`src/rtl/asconp_iter_if.sv`:
```
// Request/result bus of the iterative Ascon permutation engine.
// Handshake: a transfer happens on a rising clk edge where valid and ready
// are both high. The producer keeps valid high until it is accepted; the
// engine holds out_valid and x*_o unchanged until out_ready is seen high.
// in_valid is ignored in any cycle where in_ready is low.
interface asconp_iter_if;
  logic        in_valid;
  logic        in_ready;
  logic [3:0]  rounds_i;
  logic [63:0] x0_i, x1_i, x2_i, x3_i, x4_i;
  logic        out_valid;
  logic        out_ready;
  logic [63:0] x0_o, x1_o, x2_o, x3_o, x4_o;
  logic        busy;
  logic [1:0]  state_dbg;

  // Controller side
  modport master (
    output in_valid, rounds_i, x0_i, x1_i, x2_i, x3_i, x4_i, out_ready,
    input  in_ready, out_valid, x0_o, x1_o, x2_o, x3_o, x4_o, busy, state_dbg
  );

  // Engine side
  modport slave (
    input  in_valid, rounds_i, x0_i, x1_i, x2_i, x3_i, x4_i, out_ready,
    output in_ready, out_valid, x0_o, x1_o, x2_o, x3_o, x4_o, busy, state_dbg
  );
endinterface

```
`src/rtl/asconp_iter.sv`:
```
// Iterative Ascon permutation: UROL rounds per clock, 0..12 rounds per
// request. Rounds past the last one in the final cycle pass the state through.
module asconp_iter #(
  parameter int UROL       = 1,
  parameter int MAX_ROUNDS = 12
) (
  input logic         clk,
  input logic         rst_n,
  asconp_iter_if.slave bus
);

  typedef enum logic [1:0] {
    IDLE = 2'd0,
    RUN  = 2'd1,
    DONE = 2'd2
  } fsm_t;

  // Word 0 is x0 ... word 4 is x4
  typedef logic [0:4][63:0] st_t;

  fsm_t       state_q, state_d;
  st_t        x_q, x_d, stage;
  logic [4:0] rc_q, rc_d;
  logic [4:0] rc_sum;
  logic [3:0] r_clamp;
  logic       ready;

  function automatic logic [63:0] rotr(input logic [63:0] w, input int n);
    return (w >> n) | (w << (64 - n));
  endfunction

  // One Ascon round: constant addition, bitsliced S-box, linear diffusion
  function automatic st_t ascon_round(input st_t s, input logic [3:0] j);
    logic [63:0] a0, a1, a2, a3, a4;
    logic [63:0] t0, t1, t2, t3, t4;
    st_t r;
    a0 = s[0]; a1 = s[1]; a2 = s[2]; a3 = s[3]; a4 = s[4];
    a2 = a2 ^ {56'd0, 4'hF - j, j};
    a0 = a0 ^ a4; a4 = a4 ^ a3; a2 = a2 ^ a1;
    t0 = ~a0 & a1; t1 = ~a1 & a2; t2 = ~a2 & a3; t3 = ~a3 & a4; t4 = ~a4 & a0;
    a0 = a0 ^ t1; a1 = a1 ^ t2; a2 = a2 ^ t3; a3 = a3 ^ t4; a4 = a4 ^ t0;
    a1 = a1 ^ a0; a0 = a0 ^ a4; a3 = a3 ^ a2; a2 = ~a2;
    r[0] = a0 ^ rotr(a0, 19) ^ rotr(a0, 28);
    r[1] = a1 ^ rotr(a1, 61) ^ rotr(a1, 39);
    r[2] = a2 ^ rotr(a2, 1)  ^ rotr(a2, 6);
    r[3] = a3 ^ rotr(a3, 10) ^ rotr(a3, 17);
    r[4] = a4 ^ rotr(a4, 7)  ^ rotr(a4, 41);
    return r;
  endfunction

  // Unrolled round chain; stages whose index reaches 12 are bypassed
  always_comb begin
    logic [4:0] j5;
    stage = x_q;
    j5    = 5'd0;
    for (int k = 0; k < UROL; k++) begin
      j5 = rc_q + 5'(k);
      if (j5 < 5'd12) stage = ascon_round(stage, j5[3:0]);
    end
  end

  // Requested round count clamped to the permutation maximum
  always_comb begin
    r_clamp = (bus.rounds_i > 4'(MAX_ROUNDS)) ? 4'(MAX_ROUNDS) : bus.rounds_i;
    rc_sum  = rc_q + 5'(UROL);
  end

  // Next-state, round counter and state-word update
  always_comb begin
    state_d = state_q;
    x_d     = x_q;
    rc_d    = rc_q;
    ready   = 1'b0;
    case (state_q)
      IDLE: ready = 1'b1;
      RUN: begin
        x_d = stage;
        if (rc_sum >= 5'd12) begin
          rc_d    = 5'd12;
          state_d = DONE;
        end else begin
          rc_d = rc_sum;
        end
      end
      DONE: begin
        ready = bus.out_ready;
        if (bus.out_ready) state_d = IDLE;
      end
      default: state_d = IDLE;
    endcase
    if (bus.in_valid && ready) begin
      x_d     = {bus.x0_i, bus.x1_i, bus.x2_i, bus.x3_i, bus.x4_i};
      rc_d    = 5'd12 - {1'b0, r_clamp};
      state_d = (r_clamp == 4'd0) ? DONE : RUN;
    end
  end

  // State register, round counter and permutation state
  always_ff @(posedge clk or negedge rst_n) begin
    if (!rst_n) begin
      state_q <= IDLE;
      x_q     <= '0;
      rc_q    <= 5'd0;
    end else begin
      state_q <= state_d;
      x_q     <= x_d;
      rc_q    <= rc_d;
    end
  end

  assign bus.in_ready  = ready;
  assign bus.out_valid = (state_q == DONE);
  assign bus.busy      = (state_q != IDLE);
  assign bus.state_dbg = state_q;
  assign bus.x0_o      = x_q[0];
  assign bus.x1_o      = x_q[1];
  assign bus.x2_o      = x_q[2];
  assign bus.x3_o      = x_q[3];
  assign bus.x4_o      = x_q[4];

endmodule
```
`src/flat_wrapper.sv`:
```
// flat-port wrapper written by rule: the top's interface ports become plain ports
module asconp_iter_flat 
#(
  parameter int UROL       = 1,
  parameter int MAX_ROUNDS = 12
)
  (clk, rst_n, bus_in_valid, bus_rounds_i, bus_x0_i, bus_x1_i, bus_x2_i, bus_x3_i, bus_x4_i, bus_out_ready, bus_in_ready, bus_out_valid, bus_x0_o, bus_x1_o, bus_x2_o, bus_x3_o, bus_x4_o, bus_busy, bus_state_dbg);
  asconp_iter_if bus_i ();
  input logic clk;
  input logic rst_n;
  input wire logic [$bits(bus_i.in_valid)-1:0] bus_in_valid;
  input wire logic [$bits(bus_i.rounds_i)-1:0] bus_rounds_i;
  input wire logic [$bits(bus_i.x0_i)-1:0] bus_x0_i;
  input wire logic [$bits(bus_i.x1_i)-1:0] bus_x1_i;
  input wire logic [$bits(bus_i.x2_i)-1:0] bus_x2_i;
  input wire logic [$bits(bus_i.x3_i)-1:0] bus_x3_i;
  input wire logic [$bits(bus_i.x4_i)-1:0] bus_x4_i;
  input wire logic [$bits(bus_i.out_ready)-1:0] bus_out_ready;
  output wire logic [$bits(bus_i.in_ready)-1:0] bus_in_ready;
  output wire logic [$bits(bus_i.out_valid)-1:0] bus_out_valid;
  output wire logic [$bits(bus_i.x0_o)-1:0] bus_x0_o;
  output wire logic [$bits(bus_i.x1_o)-1:0] bus_x1_o;
  output wire logic [$bits(bus_i.x2_o)-1:0] bus_x2_o;
  output wire logic [$bits(bus_i.x3_o)-1:0] bus_x3_o;
  output wire logic [$bits(bus_i.x4_o)-1:0] bus_x4_o;
  output wire logic [$bits(bus_i.busy)-1:0] bus_busy;
  output wire logic [$bits(bus_i.state_dbg)-1:0] bus_state_dbg;
  assign bus_i.in_valid = bus_in_valid;
  assign bus_i.rounds_i = bus_rounds_i;
  assign bus_i.x0_i = bus_x0_i;
  assign bus_i.x1_i = bus_x1_i;
  assign bus_i.x2_i = bus_x2_i;
  assign bus_i.x3_i = bus_x3_i;
  assign bus_i.x4_i = bus_x4_i;
  assign bus_i.out_ready = bus_out_ready;
  assign bus_in_ready = bus_i.in_ready;
  assign bus_out_valid = bus_i.out_valid;
  assign bus_x0_o = bus_i.x0_o;
  assign bus_x1_o = bus_i.x1_o;
  assign bus_x2_o = bus_i.x2_o;
  assign bus_x3_o = bus_i.x3_o;
  assign bus_x4_o = bus_i.x4_o;
  assign bus_busy = bus_i.busy;
  assign bus_state_dbg = bus_i.state_dbg;
  asconp_iter #(.UROL(UROL), .MAX_ROUNDS(MAX_ROUNDS)) u_core (.clk(clk), .rst_n(rst_n), .bus(bus_i));
endmodule
```
`config.mk`:
```
export PLATFORM = sky130hd
export DESIGN_NAME = asconp_iter_flat
export DESIGN_NICKNAME = d
export VERILOG_FILES = /design/src/rtl/asconp_iter_if.sv /design/src/rtl/asconp_iter.sv /design/src/flat_wrapper.sv
export SDC_FILE = /design/constraint.sdc
export NUM_CORES = 1
export LEC_CHECK = 0
export CAP_MARGIN = 10
export CORE_AREA = 2 2 256 258
export CTS_CLUSTER_DIAMETER = 200
export DETAILED_ROUTE_END_ITERATION = 10
export DIE_AREA = 0 0 258 260
export PLACE_DENSITY_LB_ADDON = 0.1
export SLEW_MARGIN = 30
export SYNTH_ARGS = -nofsm -noshare
export SYNTH_HDL_FRONTEND = slang
export SYNTH_SLANG_ARGS = --single-unit
```
`constraint.sdc`:
```
create_clock -name clk -period 4 [get_ports clk]
set_clock_uncertainty 0.05 [all_clocks]
set_input_delay 0.4 -clock clk [delete_from_list [all_inputs] [get_ports clk]]
set_output_delay 0.4 -clock clk [all_outputs]
set_load 0.1 [all_outputs]
```
==> results of run 1 <==
==> logic make-up after synthesis <==
group / synth area share
compound gates: 0.1548
xor+xnor: 0.4391
fa+ha+maj: 0.05434
buf+inv: 0.03257
flops: 0.2696
mux: 0.001319
simple gates: 0.04824
==> cells in the mapped netlist (73+ instances only) <==
library cell / count
ha_1: 131
o21ai_1: 73
inv_1: 129
nand2_1: 127
a22oi_1: 297
nor2_1: 194
o21ai_0: 282
xor2_1: 157
xnor3_1: 250
xnor2_2: 173
xnor2_1: 279
dfrtp_1: 327
==> through the flow <==
step | utilization | std cells | setup slack (ps) | instance area, µm² | hold WS, ps
after global placement | 0.5935 | 4188 | 1018 | 38060 | 406.5
final | 0.6158 | 4269 | 967.4 | 39480 | 354.0
after CTS | 0.6151 | 4264 | 1045 | 39440 | 365.1
after detailed placement | 0.5930 | 4188 | 933.6 | 38020 | 418.8
after floorplan | - | 2737 | 821.5 | 30350 | 54.41
after global routing | 0.6157 | 4265 | 948.7 | 39470 | 394.3
==> repair_timing <==
action | CTS | global route
hold endpoints to repair | 79 | 0
setup endpoints to repair | 0 | 0
hold buffers | 1 | 0
==> how the worst max path moves through the flow <==
stage,endpoint,slack (ps),cells after the start
2_1_floorplan,u_core.rc_q[4]$_DFFE_PN0P_,820,4
4_1_cts,u_core.bus.x1_o[53]$_DFFE_PN0P_,1040,7
6_report,u_core.bus.x3_o[48]$_DFFE_PN0P_,970,7
5_1_grt,u_core.bus.x3_o[48]$_DFFE_PN0P_,950,7
3_5_place_dp,u_core.bus.x1_o[62]$_DFFE_PN0P_,930,8
3_3_place_gp,u_core.bus.x3_o[48]$_DFFE_PN0P_,1020,7
==> cell type report <==
class                      instances  area [µm²]
multi-input combinational       2167       21240
clock inverter                    16       202.7
inverter                         129       484.2
timing repair buffer             712        7084
antenna                            4       10.01
clock buffer                      59        1206
tap                              855        1070
sequential                       327        8183
fill                            5212       24630
==> flip-flops by register name, indices dropped and copies added, names as in the netlist <==
register / flops
u_core.bus.x2_o: 64
u_core.bus.x1_o: 64
u_core.bus.state_dbg: 2
u_core.bus.x4_o: 64
u_core.bus.x0_o: 64
u_core.bus.x3_o: 64
u_core.rc_q: 5
==> worst max-delay path: cells and delay by family, from the launching register on <==
| kind | cells | cell delay, ps |
|---|---|---|
| simple gates | 2 | 520 |
| compound gates | 3 | 1250 |
| flops | 1 | 510 |
| buf+inv | 2 | 400 |
==> layer usage <==
layer,GRT usage,vias to the layer above
li1,-,10890
met1,0.5596,13020
met2,0.6613,1720
met3,0.1066,380
met4,0.2542,16
met5,0,-
==> results by group, run 1 <==
Status
  – Status: completed

Run
  – Number of max-cap violations: 0

Logic synthesis
  – Synth top area cells: dfrtp_1 (27%), xnor3_1 (19%), xnor2_2 (9.3%)
  – Top-area cell type share of the netlist area: 0.2696
  – Mapped Cells: 2737
  – Number of synthesized flops with an enable pin: 0
  – Ys async rst share: 1.000
  – Seq/Total Area, Yosys: 0.2696
  – Synthesized area: 30350 µm²
  – Synthesized flop and latch total: about 330
  – Yosys top cell by area: dfrtp_1
  – Syn avg cell area: 11.09 µm²
  – Mapped Nets: between 3k and 4k
  – Synth unique cells: 45
  – Top FF cell, synth: dfrtp_1
  – Synth warn: 0

Timing
  – F_max: 0.3298 GHz
  – Pin slew with the least headroom to its limit: between 1000 and 1500 ps
  – Fin crit period: roughly 3000 ps
  – Final Slew Violations: 0
  – Period utilisation layout: 0.7581
  – Final setup viols: 0
  – Rel. slew slack: 0.2562
  – Final Hold Vio Count: 0
  – Setup_tns: 0 ps
  – RSZ-0062 raised after global routing: false

Worst setup path
  – Slowest cell on the critical path: a22oi_1
  – Critical path class: reg -> reg
  – Reg2reg start: u_core.bus.state_dbg[0]$_DFFE_PN0P_
  – CP startpoint: u_core.bus.state_dbg[0]$_DFFE_PN0P_
  – Worst reg2reg path endpoint: u_core.bus.x3_o[48]$_DFFE_PN0P_
  – Slowest Stage Delay on Critical Path: 620 ps
  – Startpoint Class: flip-flop
  – Reg2Reg Setup Slack: approximately 970 ps
  – Register-to-Register Path Depth: 7
  – WP data required: 4380 ps
  – Crit path cell chain: nand2b_1 > a211oi_4 > nor2_4 > buf_16 > buf_12 > a22oi_1 > o21ai_0
  – Crit end category: flip-flop
  – CP max FO: 93
  – WP data arrival: 3410 ps

Die
  – Row cnt: 93
  – Chip Width: 258 µm
  – Die Y: roughly 260 µm
  – Die area: between 60000 and 70000 µm²
  – Io pins: ~650
  – Initial Util: 0.4734
  – Core area: 64120 µm²

Cells and area
  – Most frequent cells in the layout: clkdlybuf4s50_1 (634), dfrtp_1 (327), a22oi_1 (297)
  – Layout area overhead: 30.10%
  – Commonest non-fill, non-tap cell in the layout: clkdlybuf4s50_1
  – # nets final: ~3.8k
  – Layout cell share with drive strength beyond 1: 0.1103

Clock tree
  – TritonCTS clock tree: built
  – Clock Tree Root: clkbuf_16
  – CTS clk-pin slew, worst paths: 60 ps
  – Clock latency on the worst-skew pair: 600 ps
  – Post-CTS Setup Bufs: 0
  – TritonCTS Buffers: 42
  – Post-cts sizing count: 0
  – CTS H-tree depth: 2
  – Max Buffers Root-to-Sink: 3
  – Clk sink count: 327

Detailed routing
  – M1 wire length: roughly 56000 µm
  – Initial DRC count: 3414
  – Total length of routed met2 wires: 64850 µm
  – Via density: 6.096
  – Pre-Repair DR Iteration Count: 6
  – Number of remaining DRC errors: 0
  – DR WL/cell: 34.43 µm
  – DRT antenna net count: 0
  – Via count: 26.03k
  – Total Wirelength: between 100000 and 150000 µm
  – Wire length on met3: roughly 16000 µm
  – Max Used Layer: met5

Place
  – GP Congestion: approximately 1.1
  – DP HPWL: 121100 µm
  – IO buf count: roughly 650

GRT
  – Number of global-route vias before repair: approximately 26k
  – First-pass GRT wire length: 200600 µm
  – Pin count of the biggest net entering global routing: 119
  – Initial antenna violation count: 16
  – Overall routing resource usage: 0.4326
  – GRT overflow: 0

Min path
  – Hold Crit Class: in -> async
Power of run 1 is left out: the tool's default activity adds up to more than one toggle a clock period on the data nets, which glitch-free logic cannot reach.
==> run 2: changes to the inputs <==
- CORE_AREA: 2 2 256 258 -> unset
- CORE_UTILIZATION: unset -> 48
- DIE_AREA: 0 0 258 260 -> unset
- clock period: 4 -> 2.6 ns (I/O delays scaled with it)
==> run 2 against run 1 <==
Compared with the run above: highest routed layer unchanged; wire length rose by 4.4%; core utilization grew 4.9 points; flip-flop and latch count did not move; register-to-register slack worse by 1100 ps; die area decreased by 4.2%; count of clock-buffer cells in the layout unchanged; via count increased by 7.5%; the run now ends with negative setup slack left; non-clock buffer count grew 304.
==> results by group, run 2 (same netlist as run 1, synthesis figures left out) <==
Status
  – Status: complete, but fails checks (was completed)
  – Failing checks: negative setup slack

Clock tree
  – TritonCTS clock tree: built (unchanged)
  – CTS H-tree depth: 2 (unchanged)
  – TritonCTS Buffers: 41 (was 42)
  – Clock Tree Root: clkbuf_16 (unchanged)
  – CTS clk-pin slew, worst paths: 60 ps (about the same)
  – Max Buffers Root-to-Sink: 3 (unchanged)
  – Clk sink count: 327 (unchanged)
  – Post-CTS Setup Bufs: 0 (unchanged)
  – Clock latency on the worst-skew pair: 590 ps (was 600 ps)

Worst setup path
  – Worst reg2reg path endpoint: u_core.bus.x4_o[61]$_DFFE_PN0P_ (was u_core.bus.x3_o[48]$_DFFE_PN0P_)
  – Slowest cell on the critical path: dfrtp_1 (was a22oi_1)
  – Slowest Stage Delay on Critical Path: 500 ps (was 620 ps)
  – Register-to-Register Path Depth: 7 (unchanged)
  – WP data required: 2960 ps (was 4380 ps)
  – Crit end category: flip-flop (unchanged)
  – Critical Path Most Common Cell: buf_4
  – Crit path cell chain: buf_4 > a211oi_4 > nor2_4 > buf_12 > buf_4 > a22oi_1 > o21ai_0 (was nand2b_1 > a211oi_4 > nor2_4 > buf_16 > buf_12 > a22oi_1 > o21ai_0)
  – Reg2Reg Setup Slack: -90 ps (was 970 ps)
  – Largest delay share family, worst path: compound AO/OA/AOI/OAI gates (unchanged)
  – Startpoint Class: flip-flop (unchanged)
  – WP data arrival: 3050 ps (was 3410 ps)
  – Worst path buffer plus inverter count: 3 (was 2)
  – CP max FO: 62 (was 93)
  – Critical path class: reg -> reg (unchanged)
  – Reg2reg start: u_core.rc_q[2]$_DFFE_PN0P_ (was u_core.bus.state_dbg[0]$_DFFE_PN0P_)

Die
  – Io pins: 653 (unchanged)
  – Core area: 62050 µm² (was 64120 µm²)
  – Die Y: 253.5 µm (was 260 µm)
  – Die area: 64240 µm² (was 67080 µm²)
  – Initial Util: 0.4891 (was 0.4734)
  – Chip Width: 253.5 µm (was 258 µm)
  – Row cnt: 91 (was 93)

GRT
  – Initial antenna violation count: 8 (was 16)
  – GRT overflow: 0 (unchanged)
  – First-pass GRT wire length: 208900 µm (was 200600 µm)
  – Number of global-route vias before repair: 27.35k (was 25.59k)
  – Overall routing resource usage: 0.4731 (was 0.4326)
  – Pin count of the biggest net entering global routing: 76 (was 119)

Timing
  – F_max: 0.3719 GHz (was 0.3298 GHz)
  – Period utilisation layout: 1.034 (was 0.7581)
  – Final Hold Vio Count: 0 (unchanged)
  – PnR worst setup slack: -89.06 ps (was 967.4 ps)
  – Final Slew Violations: 0 (unchanged)
  – Pin slew with the least headroom to its limit: 847.4 ps (was 1108 ps)
  – RSZ-0062 raised after global routing: false (unchanged)
  – Final setup viols: 1 (was 0)
  – Rel. slew slack: 0.4310 (was 0.2562)
  – Fin crit period: 2689 ps (was 3033 ps)

Min path
  – Hold Crit Class: in -> async (unchanged)

Place
  – Area after DPL: 39810 µm² (was 38020 µm²)
  – DP HPWL: 127100 µm (was 121100 µm)
  – IO buf count: 652 (unchanged)
  – GP Congestion: 1.099 (was 1.070)

Cells and area
  – Filler cells: 4809 (was 5212)
  – Most frequent cells in the layout: buf_4 (664), clkdlybuf4s50_1 (326), a22oi_1 (291) (was clkdlybuf4s50_1 (634), dfrtp_1 (327), a22oi_1 (297))
  – Layout area overhead: 36.01% (was 30.10%)
  – Layout cell share with drive strength beyond 1: 0.3009 (was 0.1103)
  – Commonest non-fill, non-tap cell in the layout: buf_4 (was clkdlybuf4s50_1)
  – Layout Utilization: 0.6652 (was 0.6158)
  – Final Instance Area: 41280 µm² (was 39480 µm²)
  – # nets final: 4141 (was 3838)

Detailed routing
  – DR WL/cell: 33.70 µm (was 34.43 µm)
  – Pre-Repair DR Iteration Count: 5 (was 6)
  – Total Wirelength: 153500 µm (was 147000 µm)
  – DRT antenna net count: 0 (unchanged)
  – Initial DRC count: 3748 (was 3414)
  – Via density: 6.141 (was 6.096)
  – Number of remaining DRC errors: 0 (unchanged)
  – Via count: 27.97k (was 26.03k)

Run
  – Number of max-cap violations: 0 (unchanged)
==> run 2: how the worst max path moves through the flow <==
stage / depth (start not counted) / slack [ps] / endpoint / start
after floorplan: 6 / -80 / u_core.bus.x3_o[31]$_DFFE_PN0P_ / u_core.bus.x3_o[48]$_DFFE_PN0P_
after global placement: 9 / -150 / u_core.bus.x0_o[43]$_DFFE_PN0P_ / bus_out_ready
after detailed placement: 9 / -120 / u_core.bus.x0_o[43]$_DFFE_PN0P_ / bus_out_ready
after CTS: 7 / 1 / u_core.bus.x0_o[28]$_DFFE_PN0P_ / u_core.rc_q[2]$_DFFE_PN0P_
after global routing: 6 / 4 / u_core.bus.x3_o[44]$_DFFE_PN0P_ / u_core.bus.x2_o[61]$_DFFE_PN0P_
final: 7 / -90 / u_core.bus.x4_o[61]$_DFFE_PN0P_ / u_core.rc_q[2]$_DFFE_PN0P_
==> run 2: timing repair <==
item,4_1_cts,5_1_grt
endpoints found under the hold margin,41,0
setup endpoints to repair,3,5
resized for setup,3,5
cloned,0,0
hold buffers,1,0
pin swaps,0,1
==> run 2: per-layer routing <==
metal / GRT usage / share of wire
met4: 0.2956 / 0.072
met3: 0.1250 / 0.12
met5: 0 / 0.00022
met2: 0.7106 / 0.44
met1: 0.6078 / 0.37
==> run 2: final cells by class <==
class                   count  area (µm²)  share of cell area
multi-input cells        2167       21250              0.5148
repair buffers           1016        8753              0.2121
flip-flops and latches    327        8342              0.2021
clock buffers              59        1214             0.02940
well taps                 837        1047             0.02537
inverters                 129       484.2             0.01173
clock inverters            14       173.9            0.004213
diodes                      6       15.01           0.0003637
==> run 2: through the flow <==
stage | cells | worst slack (ps) | setup TNS [ps] | hold slack (ps)
2_1_floorplan | 2737 | -83.77 | -99.44 | -85.59
3_3_place_gp | 4475 | -154.9 | -450.1 | 161.9
3_5_place_dp | 4475 | -122.3 | -540.9 | 165.8
4_1_cts | 4549 | 1.013 | 0 | 151.2
5_1_grt | 4549 | 3.862 | 0 | 179.2
6_report | 4555 | -89.06 | -89.06 | 144.7
Power of run 2 is left out for the same reason.
